## config.mk

```make
export PLATFORM = sky130hd
export DESIGN_NAME = button_debounce
export DESIGN_NICKNAME = d
export VERILOG_FILES = /design/src/rtl/button_debounce.sv
export SDC_FILE = /design/constraint.sdc
export NUM_CORES = 1
export LEC_CHECK = 0
export ABC_CLOCK_PERIOD_IN_PS = 1700
export BUFFER_PORTS_ARGS = -buffer_cell sky130_fd_sc_hd__buf_2
export CAP_MARGIN = 40
export CORE_ASPECT_RATIO = 0.9
export CORE_MARGIN = 4
export CORE_UTILIZATION = 52
export DETAILED_ROUTE_END_ITERATION = 16
export MAX_ROUTING_LAYER = met4
export PLACE_DENSITY_LB_ADDON = 0.08
export SYNTH_ARGS = -nofsm -noshare
export SYNTH_HDL_FRONTEND = slang
export SYNTH_SLANG_ARGS = --single-unit
```

## constraint.sdc

```tcl
create_clock -name CK12 -period 1.7 [get_ports CK12]
set_input_delay 0.085 -clock CK12 [delete_from_list [all_inputs] [get_ports CK12]]
set_output_delay 0.085 -clock CK12 [all_outputs]
set_load 0.1 [all_outputs]
```

## src/rtl/button_debounce.sv

```systemverilog
// Two-flop synchroniser plus stable-count debouncer for a raw pushbutton.
// Emits a registered level and one-cycle press/release strobes.
module button_debounce #(
  parameter int unsigned DEBOUNCE_CYCLES = 240000,
  parameter bit          INVERT          = 1'b0
) (
  input  logic CK12,
  input  logic CLEAR,
  input  logic BTN,
  output logic BTN_LEVEL,
  output logic BTN_PRESS,
  output logic BTN_RELEASE
);

  localparam int unsigned CW =
    (DEBOUNCE_CYCLES > 1) ? $clog2(DEBOUNCE_CYCLES) : 1;
  localparam logic [CW-1:0] CNT_MAX = CW'(DEBOUNCE_CYCLES - 1);

  typedef enum logic {
    ST_STABLE = 1'b0,
    ST_WAIT   = 1'b1
  } state_t;

  state_t        state_q, state_d;
  logic [CW-1:0] cnt_q, cnt_d;
  logic          sync1_q, sync1_d;
  logic          sync2_q, sync2_d;
  logic          level_q, level_d;
  logic          press_q, press_d;
  logic          release_q, release_d;

  always_comb begin
    sync1_d   = BTN ^ INVERT;
    sync2_d   = sync1_q;
    state_d   = state_q;
    cnt_d     = '0;
    level_d   = level_q;
    press_d   = 1'b0;
    release_d = 1'b0;
    unique case (state_q)
      ST_STABLE: begin
        if (sync2_q != level_q) state_d = ST_WAIT;
      end
      ST_WAIT: begin
        if (sync2_q == level_q) begin
          state_d = ST_STABLE;
        end else if (cnt_q != CNT_MAX) begin
          cnt_d = cnt_q + CW'(1);
        end else begin
          // change held long enough: accept it
          level_d   = sync2_q;
          press_d   = sync2_q;
          release_d = ~sync2_q;
          state_d   = ST_STABLE;
        end
      end
      default: state_d = ST_STABLE;
    endcase
  end

  always_ff @(posedge CK12) begin
    if (CLEAR) begin
      sync1_q   <= 1'b0;
      sync2_q   <= 1'b0;
      state_q   <= ST_STABLE;
      cnt_q     <= '0;
      level_q   <= 1'b0;
      press_q   <= 1'b0;
      release_q <= 1'b0;
    end else begin
      sync1_q   <= sync1_d;
      sync2_q   <= sync2_d;
      state_q   <= state_d;
      cnt_q     <= cnt_d;
      level_q   <= level_d;
      press_q   <= press_d;
      release_q <= release_d;
    end
  end

  assign BTN_LEVEL   = level_q;
  assign BTN_PRESS   = press_q;
  assign BTN_RELEASE = release_q;

endmodule

```

Yosys cells after proc, flatten, opt, wreduce, memory -nomap -nowiden
Cells that the tools add are included.
Storage, ports and cells
  flip-flop bits (word level): 24
  bits of input ports: 3
  output and inout port bits: 3
  logic and storage cells: 22
Operators by class
  add/subtract/negate cells: 1
  eq/ne operators: 3
  reductions and logical operators: 3
  bitwise logic cells: 4
  mux-type cells: 4
Operators with widths (number)
  $add A18 B1 Y18 const B: 1
  $ne A18 B18 Y1 const B: 1
  $reduce_or A4 Y1: 2
  $not A1 Y1: 4
  $mux W1: 3
  $reduce_and A3 Y1: 1
  $pmux W1 S2: 1
  $eq A1 B1 Y1: 1
  $ne A1 B1 Y1: 1

Logic depth before layout (Yosys ltp)
  word-level depth: 4
  gate-level depth with buffers: 6
  depth with buffers taken out: 5

Worst setup path before layout
No wires, ideal clock.
  path kind: register to register
  start: register level_q (netlist: BTN_LEVEL)
  end: register cnt_q[15]
  library setup time: 63 ps
  setup slack: -220 ps
  period minus slack after synthesis: 1920 ps
  cell stages (with the launch flop): 6
  data required time: 1637 ps
  data arrival time: 1857 ps
  buffers on the path: 1
  path through: dfxtp_1 > xnor2_1 > nor3_1 > o21ai_4 > buf_8 > nor2_2
On the way
  word-level cells in the longest chain between the ends: 2
RTL lines
  from (decl): line 28  | logic level_q, level_d;
  from (signal assigned): line 75  | level_q <= level_d;
  $eq A1 B1 Y1: line 45  | if (sync2_q == level_q) begin
  $reduce_or A4 Y1 (no line)
  to (signal assigned): line 74  | cnt_q <= cnt_d;
  to (decl): line 25  | logic [CW-1:0] cnt_q, cnt_d;
Every way passes these cells.
A chain may end at the register's enable or synchronous reset.

Final worst setup path
  start: register cnt_q[13]
  end: register level_q (netlist: BTN_LEVEL)
On the way
  word-level cells in the longest chain between the ends: 3
RTL lines
  $ne A18 B18 Y1: line 47  | end else if (cnt_q != CNT_MAX) begin
  $not A1 Y1 (no line)
  $reduce_and A3 Y1 (no line)
Every way passes these cells.

==> out/results.ini <==
[status]
status=finished with violations
failing_checks=negative setup slack

[floorplan]
die_height_um=51.16
die_width_um=55.95
io_pins=6
rows=15
initial_core_util=0.5566
std_cell_core_area_um2=1933
floorplan.die_area_um2=2862

[timing]
finalCritPeriodShare=1.011
timing_worst_slew_pin_value_ns=0.4862
finalClockSkew_ns=0.003788
slew-limit-headroom=0.6781
fin_crit_ns=1.718
grt_setup_unrepaired=yes
fin_ws_ns=-0.01836
slew_violations=0
fin_hold_ws_ns=0.4636
fin_setup_tns_ns=-0.01836
max_clock_freq_ghz=0.5820
setup_violators_final=1
final-hold-violation-count=0

[yosys]
yosysUniqueCellTypes=27
syn-cell-area_um2=1076
number_of_enable_flip_flop_cells_after_synthesis=0
synth_warnings=0
synth.avg_cell_area_um2=9.522
syn-num-nets=117
synth_sequential_area_ratio=0.4465
syn-instance-count=113
yosys_register_bits=24
postSynth.topFlopCell=sky130_fd_sc_hd__dfxtp_1
async_reset_ff_frac=0

[clocking]
clock-sinks=24
worst_setup_hold_path_clk_slew_ns=0.13
cts_made_buffers=3
cts_root_buf=sky130_fd_sc_hd__clkbuf_4
htree_levels=1
cts_tree=built
clock_tree.buffer_depth=2
clk_latency_ns=0.31

[finish]
final-instance-count-excl-fill=168
area_growth_pct=28.95
final_layout_size_suffix_gt1_frac=0.4056
fillers=155
layout.nets=148
fin_area_um2=1388
antenna_cells=0
final_cell_mix=sky130_fd_sc_hd__dfxtp_1 (19), sky130_fd_sc_hd__buf_4 (19), sky130_fd_sc_hd__xnor2_1 (10), sky130_fd_sc_hd__nor2_2 (10), sky130_fd_sc_hd__nor2_1 (7)
post-route-util=0.7178

[power]
p_leak_nw=0.4712
pwr_density_cell_nw_per_um2=707.4
max-vdd-ir-drop_v=0.0006542
finalPower_mw=0.9816

[run]
timing.max_cap.violations=0

[place]
dpl.hpwl_mm=1.563
placed_cells_incl_taps=159
gp_routability_congestion=0.7925
io_buffer_count=5
dp_slack_ns=-0.005568
post_dp_cell_area_um2=1275

[global_route]
grtUsageTotal=0.1730
grt_overflow_total=0
antenna_found_initial=0
grt_pass1_vias=829
pin_count_of_the_biggest_net_entering_global_routing=19
first_pass_grt_wire_length_mm=3.732

[route]
number_of_iterations_in_the_first_detailed_routing_pass=4
drt_iter0_markers=32
post_drt_wl_per_cell_um=13.35
vias=903
number_of_routed_nets_with_antenna_violations=0
drt_drc_violations_left=0
drt_wl_total_mm=2.242
post_drt_via_cell_ratio=5.375

[setup_path]
start_kind=register
path_max_fanout=2
register_to_register_setup_slack_ns=-0.02
r2r_cells=4
critical_path.endpoint_type=register
critical_path_class=reg2reg
cp.required_ns=1.91
worst-endpoint-arrival_ns=1.93

[worst_hold_path]
hold_class=reg2reg
hold-path-cell-count=1

-- report_power, final --
group          internal [mW]  leakage [nW]  total [mW]  switching, mW
logic                0.00754         0.247      0.0136        0.00606
registers              0.565         0.196       0.566        0.00126
clock network          0.238        0.0279       0.402          0.163
-- cells in the mapped netlist (all sizes together) (2+ instances only) --
cell,count,area share
nor3,7,0.033
nor2b,3,0.017
a21oi,4,0.019
nand3,8,0.053
o31ai,2,0.014
dfxtp,24,0.45
nor4,4,0.023
nor2,17,0.083
or4,5,0.042
nand4,5,0.029
nand2,4,0.014
xor2,3,0.024
inv,6,0.021
and3,4,0.024
xnor2,10,0.081
-- kinds of logic (layout without fill, tap and decap cells) --
group                      after synthesis  count (layout)  synth area share
and+or+nand+nor                         59              59            0.3349
DFF                                     24              24            0.4465
xor gates and xnor gates                13              13            0.1058
AOI/OAI and AO/OA                        8               8           0.05582
buffers and inverters                    7              37           0.03488
adders and majority gates                1               1           0.01163
muxes                                    1               1           0.01046
-- sequential cells by signal, summed over array words and instances, names as in the netlist --
name         flops
BTN_LEVEL        1
state_q          1
cnt_q           18
BTN_PRESS        1
sync1_q          1
sync2_q          1
BTN_RELEASE      1
-- metal layers --
metal  global-route usage  part of all wire  up-vias
met1               0.2059              0.44      417
met2               0.2874              0.50       23
met4              0.05534             0.014        0
met5                    -                 0        -
met3              0.04798             0.044        4
li1                     -                 -      459
-- layout make-up --
class                      count  area, um2  share of cell area
clock buffer                   3      22.52             0.01623
clock inverter                 1      30.03             0.02164
inverter                       6      22.52             0.01623
multi-input combinational     82      586.8              0.4229
sequential                    24      486.7              0.3508
tap                           25      31.28             0.02254
timing repair buffer          27      207.7              0.1497
-- critical path: stages, from the launching register on --
cell	delay (ns)
sky130_fd_sc_hd__dfxtp_2	0.35
sky130_fd_sc_hd__or2b_4	0.25
sky130_fd_sc_hd__or4_4	0.57
sky130_fd_sc_hd__nor3_4	0.14
sky130_fd_sc_hd__mux2_4	0.31
-- timing repair --
item / CTS / global route
cloned: 0 / 0
endpoints found under the setup margin: 1 / 20
pin swaps: 1 / 2
endpoints found under the hold margin: 2 / 0
hold buffers: 2 / 0
buffers inserted: 0 / 3
resized for setup: 1 / 4
-- worst paths after layout --
kind / end / start
worst min register to register: sync2_q / sync1_q
worst min-delay path: sync2_q / sync1_q
worst max-delay path: BTN_LEVEL / cnt_q[13]
worst max register to register: BTN_LEVEL / cnt_q[13]
Power figures use the tool's default switching activity.
